File: src/rtl/ofdm_bin_slicer.sv
// Slices each FFT bin to a level from |I|+|Q| against ascending thresholds and packs data-bin levels into OUT_W-bit words.
// Latency: word on out_valid one cycle after the accept that completes it; sym_done/pilot_ok/len_err one cycle after the closing accept.
// Backpressure: single output register; in_ready = !out_valid || out_ready, output word held stable while stalled.

module ofdm_bin_slicer #(
    parameter int DATA_W         = 16,
    parameter int NBINS          = 64,
    parameter int BITS_PER_BIN   = 2,
    parameter int FIRST_DATA_BIN = 4,
    parameter int LAST_DATA_BIN  = 55,
    parameter int PILOT0         = 11,
    parameter int PILOT1         = 25,
    parameter int OUT_W          = 32
) (
    input  logic                                                  clk,
    input  logic                                                  rst,
    input  logic                                                  in_valid,
    output logic                                                  in_ready,
    input  logic signed [DATA_W-1:0]                              in_re,
    input  logic signed [DATA_W-1:0]                              in_im,
    input  logic                                                  in_last,
    input  logic [((1 << BITS_PER_BIN) - 1) * (DATA_W + 2) - 1:0] thr,
    output logic                                                  out_valid,
    input  logic                                                  out_ready,
    output logic [OUT_W-1:0]                                      out_data,
    output logic                                                  out_last,
    output logic                                                  sym_done,
    output logic                                                  pilot_ok,
    output logic                                                  len_err
);

    localparam int B     = BITS_PER_BIN;
    localparam int MAG_W = DATA_W + 2;
    localparam int NLEV  = 1 << B;
    localparam int NTHR  = NLEV - 1;
    localparam int BIN_W = $clog2(NBINS);
    localparam int POS_W = $clog2(OUT_W + 1);

    localparam logic [0:0] ST_IDLE = 1'b0;
    localparam logic [0:0] ST_RUN  = 1'b1;

    localparam logic [BIN_W-1:0] FIRST_B   = BIN_W'(FIRST_DATA_BIN);
    localparam logic [BIN_W-1:0] LAST_B    = BIN_W'(LAST_DATA_BIN);
    localparam logic [BIN_W-1:0] PIL0_B    = BIN_W'(PILOT0);
    localparam logic [BIN_W-1:0] PIL1_B    = BIN_W'(PILOT1);
    localparam logic [BIN_W-1:0] END_B     = BIN_W'(NBINS - 1);
    localparam logic [BIN_W-1:0] BIN_ONE   = BIN_W'(1);
    localparam logic [POS_W-1:0] POS_STEP  = POS_W'(B);
    localparam logic [POS_W-1:0] POS_FULL  = POS_W'(OUT_W - B);
    localparam logic [MAG_W-1:0] MAG_ONE   = MAG_W'(1);
    localparam logic [B-1:0]     LVL_ONE   = B'(1);
    localparam logic [B-1:0]     LVL_MAX   = '1;

    // Elaboration-time parameter sanity checks
    if (OUT_W % BITS_PER_BIN != 0) begin : g_bad_out_w
        $error("ofdm_bin_slicer: OUT_W must be a multiple of BITS_PER_BIN");
    end
    if (BITS_PER_BIN < 1 || BITS_PER_BIN > 4) begin : g_bad_bits
        $error("ofdm_bin_slicer: BITS_PER_BIN must be 1..4");
    end
    if (NBINS < 8 || NBINS > 1024) begin : g_bad_nbins
        $error("ofdm_bin_slicer: NBINS must be 8..1024");
    end

    // Symbol / packing state
    logic [0:0]       state_q,     state_d;
    logic [BIN_W-1:0] bin_cnt_q,   bin_cnt_d;
    logic [OUT_W-1:0] acc_q,       acc_d;
    logic [POS_W-1:0] pos_q,       pos_d;
    logic             p0_pass_q,   p0_pass_d;
    logic             p1_pass_q,   p1_pass_d;

    // Output registers
    logic             out_valid_q, out_valid_d;
    logic [OUT_W-1:0] out_data_q,  out_data_d;
    logic             out_last_q,  out_last_d;
    logic             sym_done_q,  sym_done_d;
    logic             pilot_ok_q,  pilot_ok_d;
    logic             len_err_q,   len_err_d;

    // Per-sample combinational values
    logic [MAG_W-1:0] re_ext, im_ext, re_abs, im_abs, mag;
    logic [B-1:0]     lvl;
    logic [BIN_W-1:0] cur_bin;
    logic             accept;
    logic             is_data;
    logic             at_end;
    logic             close_sym;
    logic             word_full;
    logic             word_emit;
    logic             p0_now;
    logic             p1_now;
    logic [OUT_W-1:0] acc_ins;

    assign in_ready  = !out_valid_q || out_ready;
    assign accept    = in_valid && in_ready;

    assign out_valid = out_valid_q;
    assign out_data  = out_data_q;
    assign out_last  = out_last_q;
    assign sym_done  = sym_done_q;
    assign pilot_ok  = pilot_ok_q;
    assign len_err   = len_err_q;

    // Two guard bits keep |-2^(DATA_W-1)| + |-2^(DATA_W-1)| exact without saturation
    assign re_ext = {{2{in_re[DATA_W-1]}}, in_re};
    assign im_ext = {{2{in_im[DATA_W-1]}}, in_im};
    assign re_abs = re_ext[MAG_W-1] ? (~re_ext + MAG_ONE) : re_ext;
    assign im_abs = im_ext[MAG_W-1] ? (~im_ext + MAG_ONE) : im_ext;
    assign mag    = re_abs + im_abs;

    // Level = number of thresholds strictly below the magnitude
    always_comb begin
        lvl = '0;
        for (int k = 0; k < NTHR; k++) begin
            if (mag > thr[k*MAG_W +: MAG_W]) begin
                lvl = lvl + LVL_ONE;
            end
        end
    end

    // No symbol open means the next accepted sample is bin 0
    assign cur_bin   = (state_q == ST_IDLE) ? '0 : bin_cnt_q;

    assign is_data   = (cur_bin >= FIRST_B) && (cur_bin <= LAST_B) &&
                       (cur_bin != PIL0_B) && (cur_bin != PIL1_B);
    assign at_end    = (cur_bin == END_B);
    assign close_sym = in_last || at_end;
    assign word_full = is_data && (pos_q == POS_FULL);
    assign word_emit = accept && (word_full || (close_sym && (is_data || (pos_q != '0))));
    assign p0_now    = (cur_bin == PIL0_B) ? (lvl == LVL_MAX) : p0_pass_q;
    assign p1_now    = (cur_bin == PIL1_B) ? (lvl == LVL_MAX) : p1_pass_q;

    // Accumulator with the current level inserted at the next free LSB-first slot
    always_comb begin
        acc_ins = acc_q;
        if (is_data) begin
            acc_ins[pos_q +: B] = lvl;
        end
    end

    // Next-state logic for symbol tracking, packing and the output register
    always_comb begin
        state_d     = state_q;
        bin_cnt_d   = bin_cnt_q;
        acc_d       = acc_q;
        pos_d       = pos_q;
        p0_pass_d   = p0_pass_q;
        p1_pass_d   = p1_pass_q;
        out_valid_d = out_valid_q;
        out_data_d  = out_data_q;
        out_last_d  = out_last_q;
        sym_done_d  = 1'b0;
        pilot_ok_d  = pilot_ok_q;
        len_err_d   = len_err_q;

        if (out_valid_q && out_ready) begin
            out_valid_d = 1'b0;
            out_last_d  = 1'b0;
        end

        if (accept) begin
            // Output register is free here because in_ready implies it drains this cycle
            if (word_emit) begin
                out_valid_d = 1'b1;
                out_data_d  = acc_ins;
                out_last_d  = close_sym;
            end

            if (close_sym) begin
                state_d    = ST_IDLE;
                bin_cnt_d  = '0;
                acc_d      = '0;
                pos_d      = '0;
                p0_pass_d  = 1'b0;
                p1_pass_d  = 1'b0;
                sym_done_d = 1'b1;
                pilot_ok_d = p0_now && p1_now;
                // Length is wrong when in_last and the final bin disagree
                len_err_d  = in_last ^ at_end;
            end else begin
                state_d   = ST_RUN;
                bin_cnt_d = cur_bin + BIN_ONE;
                p0_pass_d = p0_now;
                p1_pass_d = p1_now;
                if (word_full) begin
                    acc_d = '0;
                    pos_d = '0;
                end else if (is_data) begin
                    acc_d = acc_ins;
                    pos_d = pos_q + POS_STEP;
                end
            end
        end
    end

    // State registers with asynchronous reset that discards any open symbol
    always_ff @(posedge clk or posedge rst) begin
        if (rst) begin
            state_q     <= ST_IDLE;
            bin_cnt_q   <= '0;
            acc_q       <= '0;
            pos_q       <= '0;
            p0_pass_q   <= 1'b0;
            p1_pass_q   <= 1'b0;
            out_valid_q <= 1'b0;
            out_data_q  <= '0;
            out_last_q  <= 1'b0;
            sym_done_q  <= 1'b0;
            pilot_ok_q  <= 1'b0;
            len_err_q   <= 1'b0;
        end else begin
            state_q     <= state_d;
            bin_cnt_q   <= bin_cnt_d;
            acc_q       <= acc_d;
            pos_q       <= pos_d;
            p0_pass_q   <= p0_pass_d;
            p1_pass_q   <= p1_pass_d;
            out_valid_q <= out_valid_d;
            out_data_q  <= out_data_d;
            out_last_q  <= out_last_d;
            sym_done_q  <= sym_done_d;
            pilot_ok_q  <= pilot_ok_d;
            len_err_q   <= len_err_d;
        end
    end

endmodule
File: config.mk
export PLATFORM = sky130hd
export DESIGN_NAME = ofdm_bin_slicer
export DESIGN_NICKNAME = d
export VERILOG_FILES = /design/src/rtl/ofdm_bin_slicer.sv
export SDC_FILE = /design/constraint.sdc
export NUM_CORES = 1
export LEC_CHECK = 0
export CAP_MARGIN = 20
export CORE_ASPECT_RATIO = 2
export CORE_MARGIN = 2
export CORE_UTILIZATION = 49
export DETAILED_ROUTE_END_ITERATION = 8
export PLACE_DENSITY = 0.78
export SLEW_MARGIN = 10
export SYNTH_ARGS = -nofsm -noshare
export SYNTH_HDL_FRONTEND = slang
export SYNTH_SLANG_ARGS = --single-unit
File: constraint.sdc
create_clock -name clk -period 3 [get_ports clk]
set_clock_uncertainty 0.1 [all_clocks]
set_input_delay 0.75 -clock clk [delete_from_list [all_inputs] [get_ports clk]]
set_output_delay 0.75 -clock clk [all_outputs]
set_load 0.02 [all_outputs]
==> out/qor.yml, run 1 <==
pwr:
  p_leak_nw: 5.09
  ir_worst_vdd_mv: 0.337
  power.total_mw: 5.26
  powerDensity_mw_per_mm2: 463
synth:
  ys_async_sr_fraction_pct: 100
  netlist_area_mm2: 0.00750
  ys_warn_count: 0
  synth.distinct_cells: 74
  synthCells: 900
  synth-seq-area-share_pct: 27.7
  synth_ff_type: "dfrtp_1"
  ys_ff_latch: 83
  syn_area_per_cell_um2: 8.33
  synth_edf_count: 0
global_routing:
  grtUsageTotal_pct: 28.3
  grt_max_degree: 84
  grt_pass1_vias: 8097
  antenna_found_initial: 0
  grt_pass1_wl_mm: 38.1
  gr-total-overflow: 0
floorplan:
  initial_utilization_pct: 49.5
  die_w_um: 91.5
  rows: 64
  fp.dieH_um: 179
  dieArea_mm2: 0.0164
  ios: 129
  core-area_mm2: 0.0151
timing:
  fmax_mhz: 171
  fin_ws_ns: -2.84
  finalHoldViolations: 0
  fin_setup_tns_ns: -161.23
  setup_viol: 67
  slew_headroom_pct: 50.2
  post-route-min-period_ns: 5.84
  tightest_slew_ns: 0.748
  finalCritPeriodShare_pct: 195
  rsz0062_at_grt: "true"
  slew_violations: 0
clock_network:
  cts_tree: "done"
  root_buffer: "clkbuf_16"
  clkSlewWorstSetupHoldPaths_ns: 0.05
  htreeDepth: 3
  hold_buffers: 0
  clockBufferDepth: 2
  worst_skew_pair.late_latency_ns: 0.34
  cts_sinks: 83
  cts_made_buffers: 9
critical_path:
  crit_slowest_cell: "or4_1"
  path_buf_inv: 5
  cp_data_required_time_ns: 3.16
  timing_worst_setup_path_type: "in -> reg"
  slowest_delay_ns: 0.53
  cp_top_family: "simple AND/OR/NAND/NOR gates"
  path_max_fanout: 4
  worstSetupEndpointType: "flop"
  cp.arrival_ns: 6.00
  startpoint_type: "primary input"
place:
  detailed_place_hpwl_mm: 17.8
  portBuffers: 128
  postPlaceCellArea_mm2: 0.0104
  dp_cells: 1366
  gp_congestion: 0.946
job:
  cap_violations: 0
drt:
  wl_per_cell_um: 17.0
  drc_errors: 0
  drt_wl_total_mm: 23.9
  dr.pass1.iters: 5
  ant_nets: 0
  vias: 8019
  drt_iter0_drc: 440
  via_per_inst: 5.73
status:
  status: "finished with violations"
  violations: "negative setup slack"
layout:
  insertedDiodeCount: 0
  nNetsFinal: 1373
  final_common_cell: "buf_4"
  final_core_util_pct: 75.0
  stdcell_count: 1400
  most-common-layout-cells: "buf_4 (184), clkdlybuf4s50_1 (115), nand2_1 (86)"
  layout-drive-gt1-share_pct: 27.0
  stdcell_area_mm2: 0.0114
  syn2layout_area_growth_pct: 51.5
min_path:
  min_path_type: "reg -> reg"
[worst min-delay path, cell delays in order, from the launching register on]
cell	delay, ns
dfrtp_1	0.34
nand2_1	0.06
o31ai_1	0.05
[stage by stage]
step	setup WS, ns	hold slack, ns
2_1_floorplan	-2.65	0.347
3_3_place_gp	-3.51	0.362
3_5_place_dp	-3.61	0.380
4_1_cts	-2.83	0.389
5_1_grt	-3.17	0.406
6_report	-2.84	0.387
[registers in the layout, indices dropped and copies added, names as in the netlist]
name and cells:
len_err 1, bin_cnt_q 6, out_last 1, p0_pass_q 1, sym_done 1, pos_q 5, acc_q 32, state_q 1
out_valid 1, out_data 32, pilot_ok 1, p1_pass_q 1
[synthesized netlist by cell type (4+ instances only)]
cell,number,area (µm²)
nor3_1,20,100
xnor2_1,39,342
nand2_1,89,334
and4_1,4,35.0
buf_2,14,70.1
o31ai_1,9,67.6
mux2i_1,13,130
a21boi_0,6,45.0
o41ai_1,7,61.3
clkbuf_1,19,71.3
nand2b_1,17,106
a32o_1,16,160
a21oi_1,40,200
or3_1,8,50.1
a31oi_1,5,31.3
ha_1,82,1030
o32ai_1,7,61.3
dfrtp_1,83,2080
nor2b_1,10,62.6
o21ai_0,67,335
xor2_1,6,52.6
nand3b_1,12,90.1
a21o_1,16,120
o21bai_1,4,30.0
nor4_1,12,75.1
o21a_1,11,82.6
inv_1,83,312
or4_1,9,67.6
nand3_1,32,160
o211ai_1,25,188
nand4_1,14,87.6
nor2_1,40,150
and2_1,10,62.6
mux2_2,4,45.0
a211oi_1,5,37.5
[path summary, 6_finish.rpt]
check	cells after the start	slack (ns)	from	to
setup / recovery	28	-2.84	in_re[0]	out_data[4]
hold / removal	2	0.39	p1_pass_q	p1_pass_q
setup reg to reg	11	-0.24	state_q	acc_q[12]
hold reg to reg	2	0.39	p1_pass_q	p1_pass_q
max in group asynchronous	3	1.73	rst	bin_cnt_q[1]
min in group asynchronous	3	0.72	rst	out_data[1]
[cells by family (layout without fill, tap and decap cells)]
group	count (synthesis)	in the layout	synth area share, %
other	1	2	0.0500
flip-flops	83	83	27.7
XOR/XNOR	45	45	5.26
AO/OA/AOI/OAI	251	251	23.3
adder cells (fa/ha/maj)	83	83	14.0
buffers and inverters	122	423	6.71
AND/OR/NAND/NOR	298	298	20.7
multiplexers	17	17	2.34
[area by class of cell]
class	count	area, µm²
multi-input combinational	696	5520
fill	1030	3780
timing repair buffer	326	2900
sequential	83	2080
inverter	83	330
tap	198	248
clock buffer	9	225
clock inverter	5	56.3
[per-layer routing]
| metal | up-vias | wire length (µm) | share of wire, % | GRT usage, % |
|---|---|---|---|---|
| li1 | 3877 | - | - | - |
| met1 | 3824 | 9990 | 42 | 36.4 |
| met2 | 271 | 12100 | 51 | 48.9 |
| met3 | 47 | 1060 | 4.4 | 3.78 |
| met4 | 0 | 661 | 2.8 | 9.15 |
| met5 | - | 0 | 0 | 0 |
[report_power, final]
group          internal (mW)  switching, mW  total [mW]
clock network          0.634          0.439        1.07
registers               1.18         0.0386        1.22
logic                   1.54           1.43        2.97
total                   3.35           1.91        5.26
[timing repair]
| action | CTS | global route |
|---|---|---|
| buffers inserted | 6 | 14 |
| endpoints found under the setup margin | 67 | 69 |
| gates resized for setup | 31 | 96 |
| gates cloned | 0 | 0 |
| pin swaps | 10 | 36 |
(Power assumes the default switching activity.)
==> run 2, diff against run 1 <==
- MAX_ROUTING_LAYER: not set -> met4
==> run 2 against run 1 <==
The flow still finishes with violations (negative setup slack). Wire length up 3.8%. Cell area up 2.8%. Critical path depth down 5. Fmax up 3.0%. First-iteration DRC count up 10%. Critical path type unchanged.
==> out/qor.yml, run 2 (synthesis gave the netlist of run 1 again) <==
pwr:
  p_seq_share_pct: 22.3  # -0.8 points
  powerDensity_mw_per_mm2: 467  # +0.89%
  internal_power_mw: 3.41  # +1.7%
  clkPwrFrac_pct: 19.4  # -1.0 points
  sw_frac_of_total_pct: 37.6  # +1.3 points
  ir_worst_vdd_mv: 0.449  # +33%
  p_leak_nw: 5.25  # +3.0%
  p_sw_mw: 2.05  # +7.4%
  comb_power_share_pct: 58.3  # +1.8 points
drt:
  ant_nets: 0  # unchanged
  vias: 8117  # +1.2%
  drt_wl_total_mm: 24.8  # +3.8%
  wl_met2_mm: 12.4  # +2.4%
  met3_length_mm: 1.19  # +12%
  dr.pass1.iters: 5  # unchanged
  wl_per_cell_um: 17.5  # +2.7%
  wl_met1_mm: 10.4  # +4.5%
  drt_iter0_drc: 484  # +10%
  via_per_inst: 5.74  # +0.15%
  drc_errors: 0  # unchanged
  highest_layer: "met4"
layout:
  regArea_mm2: 0.00208  # unchanged
  multi_input_area_mm2: 0.00568  # +2.9%
  nNetsFinal: 1386  # +0.95%
  insertedDiodeCount: 0  # unchanged
  num-fill-cells: 985  # -4.4%
  final_common_cell: "buf_4"
  stdcell_count: 1415  # +1.1%
  syn2layout_area_growth_pct: 55.8
  most-common-layout-cells: "buf_4 (179), clkdlybuf4s50_1 (115), nand2_1 (87)"
  layout-drive-gt1-share_pct: 29.6  # +2.6 points
timing:
  finalHoldViolations: 0  # unchanged
  tightest_slew_ns: 0.781  # +0.0339 ns
  slew_violations: 0  # unchanged
  post-route-min-period_ns: 5.67  # -0.172 ns
  fmax_mhz: 176  # +3.0%
  finalCritPeriodShare_pct: 189  # -5.7 points
  rsz0062_at_grt: "true"
  fin_ws_ns: -2.67  # +0.172 ns
  hold_ws_ns: 0.395  # +0.00757 ns
  setup_viol: 67  # unchanged
  slew_headroom_pct: 47.7  # -2.5 points
clock_network:
  cts_tree: "done"
  htreeDepth: 3  # unchanged
  hold_buffers: 0  # unchanged
  cts_sinks: 83  # unchanged
  clkSlewWorstSetupHoldPaths_ns: 0.07  # +0.02 ns
  worst_skew_pair.late_latency_ns: 0.34  # about the same
  root_buffer: "clkbuf_16"
  cts_made_buffers: 9  # unchanged
  clockBufferDepth: 2  # unchanged
global_routing:
  grtUsageTotal_pct: 30.0  # +1.7 points
  grt_pass1_vias: 8156  # +0.73%
  antenna_found_initial: 0  # unchanged
  grt_pass1_wl_mm: 39.0  # +2.3%
  grt_max_degree: 84  # unchanged
  gr-total-overflow: 0  # unchanged
status:
  status: "finished with violations"
  violations: "negative setup slack"
place:
  dp_cells: 1366  # unchanged
  portBuffers: 128  # unchanged
  detailed_place_hpwl_mm: 17.7  # -0.39%
  gp_congestion: 0.973  # +2.8%
floorplan:
  initial_utilization_pct: 49.5  # unchanged
  rows: 64  # unchanged
  ios: 129  # unchanged
  fp.dieH_um: 179  # unchanged
  dieArea_mm2: 0.0164  # unchanged
  die_w_um: 91.5  # unchanged
  core-area_mm2: 0.0151  # unchanged
critical_path:
  path_max_fanout: 4  # unchanged
  timing_worst_setup_path_type: "in -> reg"
  startpoint_type: "primary input"
  worstSetupEndpointType: "flop"
  cp.arrival_ns: 5.84  # -0.16 ns
  cp_data_required_time_ns: 3.17  # about the same
job:
  cap_violations: 0  # unchanged
min_path:
  min_path_type: "reg -> reg"
[run 2: power groups by stage]
stage / clock network, mW / registers (mW) / logic [mW]
detailed placement: 0 / 1.24 / 2.50
CTS: 1.06 / 1.22 / 2.86
global route: 1.11 / 1.22 / 3.45
finish: 1.06 / 1.22 / 3.18
floorplan: 0 / 1.29 / 1.27
global placement: 0 / 1.24 / 2.44
[run 2: cell type report]
class | instances | area share, %
clock buffer | 9 | 1.93
tap | 198 | 2.12
inverter | 83 | 2.83
multi-input combinational | 697 | 48.6
sequential | 83 | 17.8
timing repair buffer | 338 | 26.2
clock inverter | 7 | 0.450
[run 2: stage by stage]
stage	total power, mW	setup slack, ns	cell area [µm²]	TNS (ns)	util, %
global route	5.78	-2.92	11700	-170.29	77.2
CTS	5.13	-2.79	11200	-165.31	74.3
finish	5.46	-2.67	11700	-156.02	77.2
global placement	3.68	-3.44	10400	-206.41	68.6
floorplan	2.56	-2.65	7670	-141.80	-
detailed placement	3.73	-3.57	10400	-211.92	68.6
[run 2: critical path, cell delays in order]
cell and delay (ns):
dlygate4sd2_1 0.24, or4_4 0.53, or2_4 0.27, o21ai_2 0.15, xnor2_1 0.09, ha_1 0.34, a21o_1 0.20, a41oi_2 0.24
o21bai_1 0.15, a21oi_2 0.19, xnor2_2 0.13, ha_1 0.33, a21oi_2 0.06, nor2b_1 0.10, o21ai_1 0.06, and3_4 0.18
a21o_1 0.20, a41oi_2 0.22, ha_4 0.25, or3_4 0.33, or4_4 0.43, mux2_4 0.28, a21oi_2 0.12
[run 2: path summary, 6_finish.rpt]
kind                            from     endpoint  slack [ns]  depth (start not counted)
setup / recovery            in_re[3]  out_data[8]       -2.67                         23
hold / removal             acc_q[26]    acc_q[26]        0.39                          1
setup reg to reg             state_q     acc_q[4]       -0.33                         10
hold reg to reg            acc_q[26]    acc_q[26]        0.39                          1
max in group asynchronous        rst    acc_q[11]        1.73                          3
min in group asynchronous        rst  out_data[0]        0.73                          3
[run 2: what timing repair did]
action | 4_1_cts | 5_1_grt
resized for setup | 90 | 96
setup endpoints to repair | 67 | 69
cloned | 4 | 0
setup buffers | 21 | 15
pin swaps | 51 | 79
[run 2: routing by layer]
layer	up-vias	GRT usage (%)
li1	3919	-
met1	3859	37.4
met2	275	51.2
met3	64	3.66
met4	0	8.65
met5	-	-
